`src/rtl/score_display.sv`:
```
// score_display: turns the selected 16-bit score into five BCD digits with a
// sequential double-dabble engine. It scans those digits onto a multiplexed,
// common-anode seven-segment display. Leading-zero blanking is optional.
module score_display #(
    parameter int REFRESH_DIV   = 50000,
    parameter bit BLANK_LEADING = 1'b1
) (
    input  logic        clk,
    input  logic        reset,
    input  logic [15:0] score,
    input  logic [15:0] high_score,
    input  logic        show_high,
    output logic [19:0] bcd,
    output logic        busy,
    output logic [6:0]  seg,
    output logic [4:0]  an
);

    localparam int RW = (REFRESH_DIV > 1) ? $clog2(REFRESH_DIV) : 1;
    localparam logic [RW-1:0] REFRESH_LAST = RW'(REFRESH_DIV - 1);

    typedef enum logic [1:0] {
        S_IDLE  = 2'd0,
        S_SHIFT = 2'd1,
        S_DONE  = 2'd2
    } state_t;

    state_t      r_state;
    logic [15:0] r_bin;
    logic [15:0] r_cap;
    logic [15:0] r_last;
    logic [19:0] r_acc;
    logic [19:0] r_bcd;
    logic [4:0]  r_cnt;
    logic        r_busy;

    logic [RW-1:0] r_refresh_cnt;
    logic [2:0]    r_digit_idx;
    logic [6:0]    r_seg;
    logic [4:0]    r_an;

    logic [15:0] w_sel;
    logic [19:0] w_adj;
    logic [19:0] w_acc_next;
    logic [15:0] w_bin_next;
    logic [4:0]  w_zero_from;
    logic [3:0]  w_nib;
    logic        w_upper_zero;
    logic [6:0]  w_dec;
    logic [6:0]  w_seg_next;
    logic [4:0]  w_an_next;

    assign w_sel = show_high ? high_score : score;

    // Double-dabble correction: any digit of 5 or more gets +3 before the shift.
    genvar gi;
    generate
        for (gi = 0; gi < 5; gi++) begin : g_adj
            assign w_adj[4*gi +: 4] = (r_acc[4*gi +: 4] >= 4'd5) ?
                                      (r_acc[4*gi +: 4] + 4'd3) : r_acc[4*gi +: 4];
        end
    endgenerate

    // The binary MSB shifts into the BCD LSB. A zero shifts into the binary LSB.
    assign {w_acc_next, w_bin_next} = {w_adj[18:0], r_bin, 1'b0};

    // Conversion FSM. The bcd register changes only in DONE, so it never holds a partial value.
    always_ff @(posedge clk or posedge reset) begin
        if (reset) begin
            r_state <= S_IDLE;
            r_bin   <= '0;
            r_cap   <= '0;
            r_last  <= '0;
            r_acc   <= '0;
            r_bcd   <= '0;
            r_cnt   <= '0;
            r_busy  <= 1'b0;
        end else begin
            case (r_state)
                S_IDLE: begin
                    if (w_sel != r_last) begin
                        r_cap   <= w_sel;
                        r_bin   <= w_sel;
                        r_acc   <= '0;
                        r_cnt   <= '0;
                        r_busy  <= 1'b1;
                        r_state <= S_SHIFT;
                    end
                end
                S_SHIFT: begin
                    r_acc <= w_acc_next;
                    r_bin <= w_bin_next;
                    r_cnt <= r_cnt + 5'd1;
                    if (r_cnt == 5'd15) begin
                        r_state <= S_DONE;
                    end
                end
                S_DONE: begin
                    r_bcd   <= r_acc;
                    r_last  <= r_cap;
                    r_busy  <= 1'b0;
                    r_state <= S_IDLE;
                end
                default: begin
                    r_state <= S_IDLE;
                    r_busy  <= 1'b0;
                end
            endcase
        end
    end

    // w_zero_from[i] is set when digit i and every higher digit are zero.
    generate
        for (gi = 0; gi < 5; gi++) begin : g_zero
            assign w_zero_from[gi] = ~|r_bcd[19:4*gi];
        end
    endgenerate

    // Select the digit being scanned, then decode it to active-low segments.
    always_comb begin
        w_nib        = 4'd0;
        w_upper_zero = 1'b0;
        case (r_digit_idx)
            3'd0: begin w_nib = r_bcd[3:0];   w_upper_zero = w_zero_from[0]; end
            3'd1: begin w_nib = r_bcd[7:4];   w_upper_zero = w_zero_from[1]; end
            3'd2: begin w_nib = r_bcd[11:8];  w_upper_zero = w_zero_from[2]; end
            3'd3: begin w_nib = r_bcd[15:12]; w_upper_zero = w_zero_from[3]; end
            3'd4: begin w_nib = r_bcd[19:16]; w_upper_zero = w_zero_from[4]; end
            default: begin w_nib = 4'hF; w_upper_zero = 1'b0; end
        endcase

        case (w_nib)
            4'd0:    w_dec = 7'h40;
            4'd1:    w_dec = 7'h79;
            4'd2:    w_dec = 7'h24;
            4'd3:    w_dec = 7'h30;
            4'd4:    w_dec = 7'h19;
            4'd5:    w_dec = 7'h12;
            4'd6:    w_dec = 7'h02;
            4'd7:    w_dec = 7'h78;
            4'd8:    w_dec = 7'h00;
            4'd9:    w_dec = 7'h10;
            default: w_dec = 7'h7F;
        endcase

        // The units digit is always shown, so a value of zero still reads "0".
        if (BLANK_LEADING && (r_digit_idx != 3'd0) && w_upper_zero) begin
            w_seg_next = 7'h7F;
        end else begin
            w_seg_next = w_dec;
        end

        w_an_next = ~(5'b00001 << r_digit_idx);
    end

    // Digit scan. It runs freely and shows the last completed bcd value.
    always_ff @(posedge clk or posedge reset) begin
        if (reset) begin
            r_refresh_cnt <= '0;
            r_digit_idx   <= 3'd0;
            r_seg         <= 7'h7F;
            r_an          <= 5'h1F;
        end else begin
            if (r_refresh_cnt == REFRESH_LAST) begin
                r_refresh_cnt <= '0;
                r_digit_idx   <= (r_digit_idx == 3'd4) ? 3'd0 : (r_digit_idx + 3'd1);
            end else begin
                r_refresh_cnt <= r_refresh_cnt + 1'b1;
            end
            r_seg <= w_seg_next;
            r_an  <= w_an_next;
        end
    end

    assign bcd  = r_bcd;
    assign busy = r_busy;
    assign seg  = r_seg;
    assign an   = r_an;

endmodule
```
`config.mk`:
```
export PLATFORM = sky130hd
export DESIGN_NAME = score_display
export DESIGN_NICKNAME = d
export VERILOG_FILES = /design/src/rtl/score_display.sv
export SDC_FILE = /design/constraint.sdc
export NUM_CORES = 1
export LEC_CHECK = 0
export BUFFER_PORTS_ARGS = -buffer_cell sky130_fd_sc_hd__buf_2
export CORE_MARGIN = 2
export CORE_UTILIZATION = 50
export DETAILED_ROUTE_END_ITERATION = 8
export PLACE_DENSITY = 0.74
export RECOVER_POWER = 50
export SLEW_MARGIN = 20
export SYNTH_ARGS = -nofsm -noshare
export SYNTH_HDL_FRONTEND = slang
export SYNTH_SLANG_ARGS = --single-unit
```
`constraint.sdc`:
```
create_clock -name clk -period 7.75 [get_ports clk]
set_input_delay 0.775 -clock clk [delete_from_list [all_inputs] [get_ports clk]]
set_output_delay 0.775 -clock clk [all_outputs]
set_load 0.05 [all_outputs]
```
Word level (Yosys, flattened, before mapping)
Memories as Yosys holds them, arrays and structs flattened.
Cells that the tools add are included.
- memory bits (read-only): 112
- bits of input ports: 35
- word-level logic and storage cells: 81
- output and inout port bits: 33
- register bits after elaboration: 127
- memories kept: 1
- memory list (memory ; words ; width ; read ports ; clocked after Yosys merged registers in ; wr ports ; RTL line ; RTL):
    (no name shown) ; 16 ; 7 ; 1 ; 0 ; 0 ; 132 ; case (w_nib)
- shift-type cells: 1
- mux-type cells: 22
- magnitude comparators: 5
- add/sub/neg operators: 8
- bitwise operators: 2
- reduce and logical (&&, ||, !) cells: 19
- equality and inequality tests: 11
- operator list (operator ; number):
    2-to-1 mux 16 bit ; 3
    case mux 20 bit (2 select lines) ; 1
    case mux 16 bit (2 select lines) ; 1
    greater-or-equal comparator 4 x 3 -> 1 bit, second input constant ; 5
    2-to-1 mux 20 bit ; 1
    case mux 4 bit (5 select lines) ; 1
    OR reduction 20 bit ; 1
    adder 16 x 1 -> 16 bit, second input constant ; 1
    adder 4 x 2 -> 4 bit, second input constant ; 4
    equality test 16 bit, second input constant ; 1
    2-to-1 mux 4 bit ; 4
    inequality test 16 bit ; 1
    OR reduction 16 bit ; 1
    OR reduction 12 bit ; 1
    case mux 5 bit (2 select lines) ; 1
    AND reduction 2 bit ; 4
    OR reduction 8 bit ; 1
    2-to-1 mux 7 bit ; 1
    equality test 3 x 2 -> 1 bit, second input constant ; 2
    2-to-1 mux 3 bit ; 2
    adder 5 x 1 -> 5 bit, second input constant ; 1
    equality test 5 x 4 -> 1 bit, second input constant ; 1
    logical NOT 1 bit ; 5
    2-to-1 mux 5 bit ; 1
    21 further kinds ; 23

Depth between registers and ports, before layout
Gate-level depths: netlist of the first run.
- word-level depth: 5
- gate-level depth with buffers: 10
- mapped depth without buffers: 9

Worst setup path after synthesis of the first run
No wires, ideal clock.
- path type: in2reg
- start: input port show_high
- end: register r_busy, in the netlist busy
- slack: 4.985 ns
- stages: 10
- arrival: 2.633 ns
- setup time: 0.132 ns
- buffers on the path: 4
- required time: 7.618 ns
- cells stage by stage: buf_2 -> buf_6 -> mux2i_2 -> xor2_1 -> nand4_1 -> nor4_4 -> or2_1 -> buf_2 -> buf_4 -> o21ai_1
- cells in the longest elaborated chain, start to end: 4
- RTL lines (item ; RTL line ; RTL):
    from (decl) ; 12 ; input logic show_high,
    2-to-1 mux 16 bit ; 53 ; assign w_sel = show_high ? high_score : score;
    inequality test 16 bit ; 81 ; if (w_sel != r_last) begin
    inequality test 2 bit (no line) ; - ;
    AND reduction 2 bit (no line) ; - ;
    to (signal assigned) ; 77 ; r_busy <= 1'b0;
    to (signal assigned) ; 86 ; r_busy <= 1'b1;
    to (signal assigned) ; 101 ; r_busy <= 1'b0;
    to (decl) ; 35 ; logic r_busy;
Every way passes these cells.
A chain may end at the register's enable or synchronous reset.

Worst setup path after layout of the first run
- start: input port show_high
- end: register r_bin[0]
- cells in the longest elaborated chain, start to end: 4
- elaborated cells on any way between the ends: 6
- classes of those cells: eq/ne (2); mux (3); reduce/logical (1)
- RTL lines (item ; RTL line ; RTL):
    2-to-1 mux 16 bit * ; 53 ;
    inequality test 16 bit ; 81 ;
    inequality test 2 bit (no line) ; - ;
    AND reduction 2 bit (no line) ; - ;
    to (signal assigned) ; 83 ; r_bin <= w_sel;
    to (signal assigned) ; 92 ; r_bin <= w_bin_next;
    to (decl) ; 29 ; logic [15:0] r_bin;
Every way passes the cells marked *; elsewhere a longest branch is shown, timed or not. The select of a mux whose other input is x is not followed.

==> flow_metrics.env, run 1 <==
export IMPL_worst_ep_required_time_ns=8.01
export IMPL_drive_gt1_frac=0.1696
export IMPL_hold_path_class="reg2reg"
export IMPL_fin_area_um2=7413
export IMPL_diodes=0
export IMPL_antenna_found_initial=0
export IMPL_outcome="finished with violations"
export IMPL_grt_max_degree=71
export IMPL_synth_edf_count=0
export IMPL_clock_sinks=127
export IMPL_synthTopCellsByCount="dfrtp_1 (115), nand2_1 (62), o21ai_0 (51)"
export IMPL_syn_instance_count=612
export IMPL_cp_top_family="simple AND/OR/NAND/NOR gates"
export IMPL_worst_hold_slack_ns=0.4918
export IMPL_dieWidth_um=116.4
export IMPL_overflow=0
export IMPL_r2r_start="r_refresh_cnt[0]"
export IMPL_area_delta_synth_final_pct=17.44
export IMPL_powerDensity_nw_per_um2=377.6
export IMPL_timing_setup_tns_ns=0
export IMPL_insertion_delay_ns=0.42
export IMPL_die_h_um=116.4
export IMPL_cp_end_kind="flop"
export IMPL_r2r_end="r_digit_idx[0]"
export IMPL_crit_chain="buf_2, mux2i_1, xor2_1, nand4_1, nor4_4, or2_1, o21ai_0"
export IMPL_first_iter_violations=389
export IMPL_ys_top_cells_by_area="dfrtp_1 (46%), mux2_2 (5.2%), dfstp_2 (5.0%)"
export IMPL_cts_tree="done"
export IMPL_cp_arrival_ns=3.63
export IMPL_rsz0062_at_grt="no"
export IMPL_final_min_clock_period_ns=3.369
export IMPL_finalNetCount=727
export IMPL_grt_first_pass_wirelength_um=22870
export IMPL_synthDistinctLibCells=46
export IMPL_drtAntennaViolNets=0
export IMPL_grt_pass1_vias=4617
export IMPL_maxCapViolCount=3
export IMPL_finalHoldViolCount=0
export IMPL_finClkSkew_ns=0.01374
export IMPL_vias_per_cell=5.509
export IMPL_gp_congestion=0.8537
export IMPL_worst_pin_slew_ns=2.577
export IMPL_path_class="in2reg"
export IMPL_slowest_stage="nor4_4"
export IMPL_io_buffers=67
export IMPL_cts_buffer_depth=2
export IMPL_ir_worst_vdd_mv=0.1799
export IMPL_violations="max-capacitance violations, max-slew violations"
export IMPL_slew_headroom=-0.7273
export IMPL_routed_wirelength_um=13550
export IMPL_cts_buffers=17
export IMPL_drt_pass1_iterations=5
export IMPL_root_buffer="clkbuf_16"
export IMPL_vias=4716
export IMPL_synth_ff_type="dfrtp_1"
export IMPL_async_reset_ff_frac=1.000
export IMPL_p_leak_nw=3.416
export IMPL_regArea_um2=3193
export IMPL_r2r_slack_ns=4.64
export IMPL_synth_most_common_cell="dfrtp_1"
export IMPL_critPathLaunch="show_high"
export IMPL_clk_pin_slew_worst_paths_ns=0.06
export IMPL_io_pins=68
export IMPL_ys_ff_latch=127
export IMPL_place_detailed_hpwl_um=9014
export IMPL_wl_per_cell_um=15.83
export IMPL_cp_depth=7
export IMPL_cp_slowest_stage_delay_ns=0.87
export IMPL_fp_dieArea_um2=13540
export IMPL_multi_input_area_um2=2904
export IMPL_row_count=41
export IMPL_ys_seq_area_frac=0.5058
export IMPL_setup_viol=0
export IMPL_avgSynthCellArea_um2=10.31
export IMPL_core_area_um2=12470
export IMPL_crit_buf_inv=1
export IMPL_critPathMaxFanout=19
export IMPL_finalCritPeriodShare=0.4347
export IMPL_track_usage=0.2166
export IMPL_crit_path_end="r_bin[0]"
export IMPL_holdBufCountCts=0
export IMPL_r2r_cells=6
export IMPL_cts_setup_buffers=0
export IMPL_htree_levels=4
export IMPL_cp_start_kind="input pin"
export IMPL_drcViolationCount=0
export IMPL_synth_top_area_cell="dfrtp_1"
export IMPL_yosysTopAreaCellShare=0.4559
export IMPL_start_util=0.5064
export IMPL_n_fill_cell=1028
export IMPL_syn_cell_area_um2=6312
export IMPL_cts_resized=0
export IMPL_syn_nets=668
export IMPL_ys_warn_count=0
export IMPL_maxSlewViolCount=122
export IMPL_fmax_mhz=296.9
export IMPL_dpl_cell_area_um2=6780
-- logic make-up (layout without fill, tap and decap cells) --
| kind of cell | after synthesis | after routing | synth area share |
|---|---|---|---|
| AND/OR/NAND/NOR | 182 | 182 | 0.1407 |
| adder cells (fa/ha/maj) | 21 | 21 | 0.04163 |
| multiplexers | 60 | 60 | 0.1021 |
| XOR/XNOR | 39 | 39 | 0.05411 |
| buffers and inverters | 52 | 124 | 0.03409 |
| flip-flops | 127 | 127 | 0.5058 |
| AO/OA/AOI/OAI | 131 | 131 | 0.1215 |
-- power by group --
part | internal, W | switching (W) | leakage [nW]
sequential | 0.000876 | 0.000180 | 1.62
combinational | 0.000302 | 0.000510 | 1.47
clock | 0.000636 | 0.000295 | 0.326
-- sequential cells by signal (all words and copies together) (netlist names), 5 cells and up --
register	flops
an	5
bcd	20
r_acc	20
r_bin	16
r_cap	16
r_cnt	5
r_last	16
r_refresh_cnt	16
seg	7
-- metal layers --
| layer | up-vias | wire, um | global-route usage |
|---|---|---|---|
| met5 | - | 0 | 0 |
| met4 | 0 | 221 | 0.08016 |
| met3 | 19 | 556 | 0.04826 |
| met2 | 93 | 6903 | 0.3574 |
| met1 | 2340 | 5869 | 0.2817 |
| li1 | 2264 | - | - |
-- placed cells by master (no fill, tap or decap), types with 16 or more instances in the layout --
cell / count
a21oi_1: 16
a22oi_1: 18
buf_2: 34
clkbuf_1: 34
clkbuf_16: 17
dfrtp_1: 115
ha_1: 21
inv_1: 19
mux2_2: 29
mux2i_1: 29
nand2_1: 62
nor2_1: 44
nor2b_1: 17
o21ai_0: 51
xor2_1: 28
-- through the flow --
| step | util | setup WS, ns | instances | total power (W) |
|---|---|---|---|---|
| floorplan | - | 3.611 | 612 | 0.001665 |
| global placement | 0.5432 | 4.167 | 824 | 0.001829 |
| detailed placement | 0.5439 | 3.979 | 824 | 0.001872 |
| CTS | 0.5995 | 4.383 | 856 | 0.002818 |
| global route | 0.5947 | 4.204 | 856 | 0.002968 |
| finish | 0.5947 | 4.381 | 856 | 0.002799 |
-- how the worst min path moves through the flow --
stage / slack [ns] / cells past startpoint / start / end
floorplan: 0.45 / 1 / r_refresh_cnt[0] / r_refresh_cnt[0]
global placement: 0.47 / 1 / r_refresh_cnt[0] / r_refresh_cnt[0]
detailed placement: 0.49 / 1 / r_cap[0] / r_last[0]
CTS: 0.50 / 1 / r_refresh_cnt[0] / r_refresh_cnt[0]
global route: 0.52 / 1 / r_refresh_cnt[13] / r_refresh_cnt[13]
finish: 0.49 / 1 / r_refresh_cnt[0] / r_refresh_cnt[0]
-- cell type report --
class,instances,area share
inverter,20,0.01030
sequential,127,0.4307
multi-input combinational,433,0.3917
tap,172,0.02903
clock inverter,14,0.03561
timing repair buffer,72,0.04473
clock buffer,18,0.05789
(Power assumes the default switching activity.)
==> run 2, diff against run 1 <==
--- a/config.mk
+++ b/config.mk
@@ -9,7 +9,7 @@
 export CORE_MARGIN = 2
 export CORE_UTILIZATION = 50
 export DETAILED_ROUTE_END_ITERATION = 8
-export PLACE_DENSITY = 0.74
+export PLACE_DENSITY = 0.76
 export RECOVER_POWER = 50
 export SLEW_MARGIN = 20
 export SYNTH_ARGS = -nofsm -noshare
==> constraint.sdc (replaced) <==
create_clock -name clk -period 2.7 [get_ports clk]
set_input_delay 0.27 -clock clk [delete_from_list [all_inputs] [get_ports clk]]
set_output_delay 0.27 -clock clk [all_outputs]
set_load 0.05 [all_outputs]
==> run 2 against run 1 <==
Net effect: the run still ends with max-capacitance violations, max-slew violations left; sequential share of layout area fell by 0.66 points; core utilization up 0.92 points; die area stayed put; combinational power increased to 3.0 times the previous value; largest cell class unchanged; highest routed layer unchanged.
==> flow_metrics.env, run 2 (synthesis results as in run 1) <==
export IMPL_drt_pass1_iterations=5
export IMPL_place_detailed_hpwl_um=9462
export IMPL_finalNetCount=740
export IMPL_routed_wirelength_um=14170
export IMPL_antenna_found_initial=0
export IMPL_core_area_um2=12470
export IMPL_critPathMaxFanout=12
export IMPL_drcViolationCount=0
export IMPL_grt_pass1_vias=4775
export IMPL_die_h_um=116.4
export IMPL_r2r_end="seg[3]"
export IMPL_worst_pin_slew_ns=1.598
export IMPL_layout_commonest_cell="dfrtp_1"
export IMPL_htree_levels=4
export IMPL_insertion_delay_ns=0.42
export IMPL_whs_path_depth=3
export IMPL_r2r_start="r_digit_idx[2]"
export IMPL_rsz0062_at_grt="no"
export IMPL_fp_dieArea_um2=13540
export IMPL_n_fill_cell=994
export IMPL_row_count=41
export IMPL_setup_viol=0
export IMPL_finalHoldViolCount=0
export IMPL_cp_end_kind="flop"
export IMPL_overflow=0
export IMPL_cts_tree="done"
export IMPL_multi_input_area_um2=2910
export IMPL_maxSlewViolCount=38
export IMPL_drive_gt1_frac=0.2195
export IMPL_hold_path_startpoint="high_score[4]"
export IMPL_finalCritPeriodShare=0.9147
export IMPL_r2r_slack_ns=0.23
export IMPL_area_delta_synth_final_pct=19.27
export IMPL_holdBufCountCts=0
export IMPL_start_util=0.5064
export IMPL_io_pins=68
export IMPL_cts_resized=0
export IMPL_finClkSkew_ns=0.006841
export IMPL_diodes=0
export IMPL_clk_pin_slew_worst_paths_ns=0.05
export IMPL_track_usage=0.2211
export IMPL_final_min_clock_period_ns=2.470
export IMPL_hold_path_class="in2reg"
export IMPL_final_util=0.6039
export IMPL_cts_buffer_depth=2
export IMPL_drtAntennaViolNets=0
export IMPL_regArea_um2=3193
export IMPL_wl_per_cell_um=16.30
export IMPL_slew_headroom=-0.07148
export IMPL_gp_congestion=0.9585
export IMPL_vias=4880
export IMPL_whs_endpoint="r_cap[4]"
export IMPL_timing_setup_tns_ns=0
export IMPL_grt_first_pass_wirelength_um=23240
export IMPL_final_cell_mix="dfrtp_1 (115), nand2_1 (62), buf_2 (59), o21ai_0 (51), nor2_1 (44)"
export IMPL_p_leak_nw=3.569
export IMPL_cp_arrival_ns=2.80
export IMPL_cts_setup_buffers=0
export IMPL_ir_worst_vdd_mv=0.4998
export IMPL_dieWidth_um=116.4
export IMPL_total_power_w=0.008035
export IMPL_grt_max_degree=47
export IMPL_fmax_mhz=404.9
export IMPL_worst_ep_required_time_ns=3.03
export IMPL_outcome="finished with violations"
export IMPL_powerDensity_nw_per_um2=1067
export IMPL_root_buffer="clkbuf_16"
export IMPL_first_iter_violations=581
export IMPL_critPathLaunch="r_digit_idx[2]"
export IMPL_clock_sinks=127
export IMPL_cp_start_kind="flop"
export IMPL_io_buffers=67
export IMPL_maxCapViolCount=1
export IMPL_r2r_cells=8
export IMPL_violations="max-capacitance violations, max-slew violations"
export IMPL_vias_per_cell=5.616
export IMPL_cts_buffers=17
export IMPL_path_class="reg2reg"
## run 2: stage by stage
| stage | setup slack, ns | hold slack, ns | area (um2) | std cells |
|---|---|---|---|---|
| 2_1_floorplan | 0.4398 | 0.4547 | 6316 | 612 |
| 3_3_place_gp | 0.2754 | 0.4639 | 6878 | 835 |
| 3_5_place_dp | 0.1262 | 0.4743 | 6878 | 835 |
| 4_1_cts | 0.2077 | 0.04539 | 7556 | 867 |
| 5_1_grt | 0.07186 | 0.2111 | 7528 | 869 |
| 6_report | 0.2302 | 0.1969 | 7528 | 869 |
## run 2: worst max path at each step
stage                     slack (ns)  depth (start not counted)   endpoint
after detailed placement        0.13                          9  r_bin[11]
after global placement          0.28                          9  r_acc[16]
final                           0.23                          8     seg[3]
after floorplan                 0.44                         10       busy
after global routing            0.07                          8     seg[3]
after CTS                       0.21                          8     seg[3]
## run 2: worst max-delay path, cell delays in order (launching register included)
cell and delay [ns]:
dfrtp_1 0.51, inv_1 0.20, ha_1 0.34, nor2_1 0.08
o21ai_1 0.23, o211ai_1 0.32, ha_1 0.39, o21ai_0 0.21
nand3_1 0.11
## run 2: metal layers
metal,routed length [um],up-vias,GRT usage
met5,0,-,0
met4,311,0,0.1008
met1,6215,2433,0.2799
li1,-,2298,-
met2,7163,120,0.3671
met3,476,29,0.04515
## run 2: final cells by class
class | count | area share
Sequential cell | 127 | 0.4241
Multi-Input combinational cell | 433 | 0.3866
Clock inverter | 14 | 0.03174
Clock buffer | 18 | 0.05833
Inverter | 20 | 0.01014
Timing Repair Buffer | 85 | 0.06050
Tap cell | 172 | 0.02859
## run 2: power breakdown
part	switching (W)	leakage [nW]	internal (W)
logic	0.00148	1.63	0.000923
registers	0.000512	1.62	0.00251
clock network	0.000852	0.322	0.00175
total	0.00284	3.57	0.00519
==> run 3, diff against run 2 <==
--- a/config.mk
+++ b/config.mk
@@ -7,9 +7,9 @@
 export LEC_CHECK = 0
 export BUFFER_PORTS_ARGS = -buffer_cell sky130_fd_sc_hd__buf_2
 export CORE_MARGIN = 2
-export CORE_UTILIZATION = 50
+export CORE_UTILIZATION = 45
 export DETAILED_ROUTE_END_ITERATION = 8
-export PLACE_DENSITY = 0.76
+export PLACE_DENSITY = 0.7
 export RECOVER_POWER = 50
 export SLEW_MARGIN = 20
 export SYNTH_ARGS = -nofsm -noshare
==> run 3 against run 2 <==
Net effect: the run still ends with max-capacitance violations, max-slew violations left; global-route usage decreased by 2.6 points; routed wire length shrank 3.6%; sequential share of layout area about the same; critical path depth is the same; core utilization down 5.8 points; via count shrank 1.7%; die area is 11% higher; design area about the same; clock power down 14%; worst setup slack better by 0.0027 ns; critical endpoint unchanged; largest power group unchanged.
==> flow_metrics.env, run 3 (synthesis results as in run 1) <==
export IMPL_drt_pass1_iterations=5
export IMPL_power_frac_comb=0.318
export IMPL_cts_buffers=17
export IMPL_core_area_um2=13770
export IMPL_critPathLaunch="r_digit_idx[2]"
export IMPL_finalHoldViolCount=0
export IMPL_die_h_um=122.4
export IMPL_start_util=0.4583
export IMPL_place_detailed_hpwl_um=9575
export IMPL_p_leak_nw=3.579
export IMPL_fmax_mhz=405.3
export IMPL_critPathMaxFanout=12
export IMPL_drtAntennaViolNets=0
export IMPL_drive_gt1_frac=0.2330
export IMPL_track_usage=0.1947
export IMPL_setup_viol=0
export IMPL_r2r_slack_ns=0.23
export IMPL_root_buffer="clkbuf_16"
export IMPL_finalNetCount=747
export IMPL_cp_arrival_ns=2.79
export IMPL_first_iter_violations=338
export IMPL_switchingPower_w=0.002837
export IMPL_drcViolationCount=0
export IMPL_cts_tree="done"
export IMPL_cp_slowest_stage_delay_ns=0.52
export IMPL_path_class="reg2reg"
export IMPL_dieWidth_um=122.4
export IMPL_hold_path_class="in2reg"
export IMPL_cp_start_kind="flop"
export IMPL_r2r_cells=8
export IMPL_final_cells=884
export IMPL_cts_setup_buffers=0
export IMPL_cp_top_family="adder cells"
export IMPL_rsz0062_at_grt="no"
export IMPL_cp_depth=8
export IMPL_clk_pin_slew_worst_paths_ns=0.06
export IMPL_n_fill_cell=1216
export IMPL_violations="max-capacitance violations, max-slew violations"
export IMPL_area_delta_synth_final_pct=19.21
export IMPL_row_count=43
export IMPL_gp_congestion=0.8556
export IMPL_maxSlewViolCount=43
export IMPL_layout_commonest_cell="dfrtp_1"
export IMPL_cp_end_kind="flop"
export IMPL_power_share_sequential=0.389
export IMPL_antenna_found_initial=0
export IMPL_final_cell_mix="dfrtp_1 (115), nand2_1 (62), buf_2 (62), o21ai_0 (51), nor2_1 (44)"
export IMPL_grt_pass1_vias=4725
export IMPL_diodes=0
export IMPL_crit_path_end="seg[3]"
export IMPL_cp_common_cell="ha_1"
export IMPL_holdBufCountCts=0
export IMPL_maxCapViolCount=1
export IMPL_wl_per_cell_um=15.45
export IMPL_clock_sinks=127
export IMPL_fp_dieArea_um2=14990
export IMPL_io_pins=68
export IMPL_crit_chain="inv_1, ha_1, nor2_1, o21ai_1, o211ai_1, ha_1, o21ai_0, nand3_1"
export IMPL_vias_per_cell=5.425
export IMPL_cts_buffer_depth=2
export IMPL_overflow=0
export IMPL_slew_headroom=-0.2508
export IMPL_swShare=0.3698
export IMPL_grt_first_pass_wirelength_um=23030
export IMPL_r2r_end="seg[3]"
export IMPL_grt_max_degree=49
export IMPL_insertion_delay_ns=0.41
export IMPL_r2r_start="r_digit_idx[2]"
export IMPL_powerDensity_nw_per_um2=1020
export IMPL_vias=4796
export IMPL_worst_pin_slew_ns=1.866
export IMPL_io_buffers=67
export IMPL_htree_levels=4
export IMPL_p_clk_frac=0.292
export IMPL_slowest_stage="dfrtp_1"
export IMPL_crit_buf_inv=1
export IMPL_p_int_w=0.004836
export IMPL_outcome="finished with violations"
export IMPL_finalCritPeriodShare=0.9137
export IMPL_worst_ep_required_time_ns=3.03
export IMPL_placed_cells=852
export IMPL_timing_setup_tns_ns=0
export IMPL_ir_worst_vdd_mv=0.5062
export IMPL_routed_wirelength_um=13660
export IMPL_cts_resized=0
export IMPL_finClkSkew_ns=0.007015
export IMPL_final_min_clock_period_ns=2.467
[run 3: cell types whose count changed in the layout (fill, tap and decap cells not counted), sizes merged]
cell,delta
bufinv,-4
clkinv,+3
buf,+10
inv,+3
clkinvlp,-2
dlymetal6s2s,-1
clkbuf,-2
[run 3: cell type report]
cell class	instances	area, um2	area share
inverters	20	76.32	0.01014
flip-flops and latches	127	3193	0.4243
clock buffers	18	429.2	0.05703
clock inverters	14	160.2	0.02128
repair buffers	92	530.5	0.07050
well taps	180	225.2	0.02993
multi-input cells	433	2910	0.3868
[run 3: per-stage QoR]
step                utilization  hold WS [ns]  worst slack (ns)  power, W  cell area (um2)
floorplan                     -        0.4547            0.4398  0.004780             6316
finish                   0.5463        0.2151            0.2329  0.007673             7525
detailed placement       0.5068        0.4918            0.2363  0.005458             6980
global placement         0.5068        0.4680            0.3321  0.005337             6980
CTS                      0.5496       0.09198            0.2742  0.007738             7570
global route             0.5463        0.2087         0.0006755  0.008180             7525
[run 3: how the worst min path moves through the flow]
stage,from,to,slack [ns],cells after the start
global route,high_score[4],r_cap[4],0.21,3
global placement,r_refresh_cnt[0],r_refresh_cnt[0],0.47,1
floorplan,r_refresh_cnt[0],r_refresh_cnt[0],0.45,1
CTS,reset,r_cap[3],0.09,2
detailed placement,r_cap[3],r_last[3],0.49,1
finish,high_score[4],r_cap[4],0.22,3
[run 3: power by group through the flow]
stage	registers, W	clock network, W	logic, W
global placement	0.00297	0	0.00236
global route	0.00306	0.00238	0.00274
floorplan	0.00326	0	0.00152
detailed placement	0.00300	0	0.00245
finish	0.00299	0.00224	0.00244
CTS	0.00298	0.00229	0.00247
[run 3: routing by layer]
| metal | GRT usage | wire (um) | vias up |
|---|---|---|---|
| met1 | 0.2596 | 6066 | 2329 |
| met4 | 0.07471 | 304 | 0 |
| met3 | 0.03717 | 546 | 30 |
| li1 | - | - | 2306 |
| met2 | 0.3153 | 6740 | 131 |
| met5 | 0 | 0 | - |
[run 3: worst min-delay path: stages]
cell	delay [ns]
buf_2	0.09
mux2i_2	0.08
o21ai_1	0.14
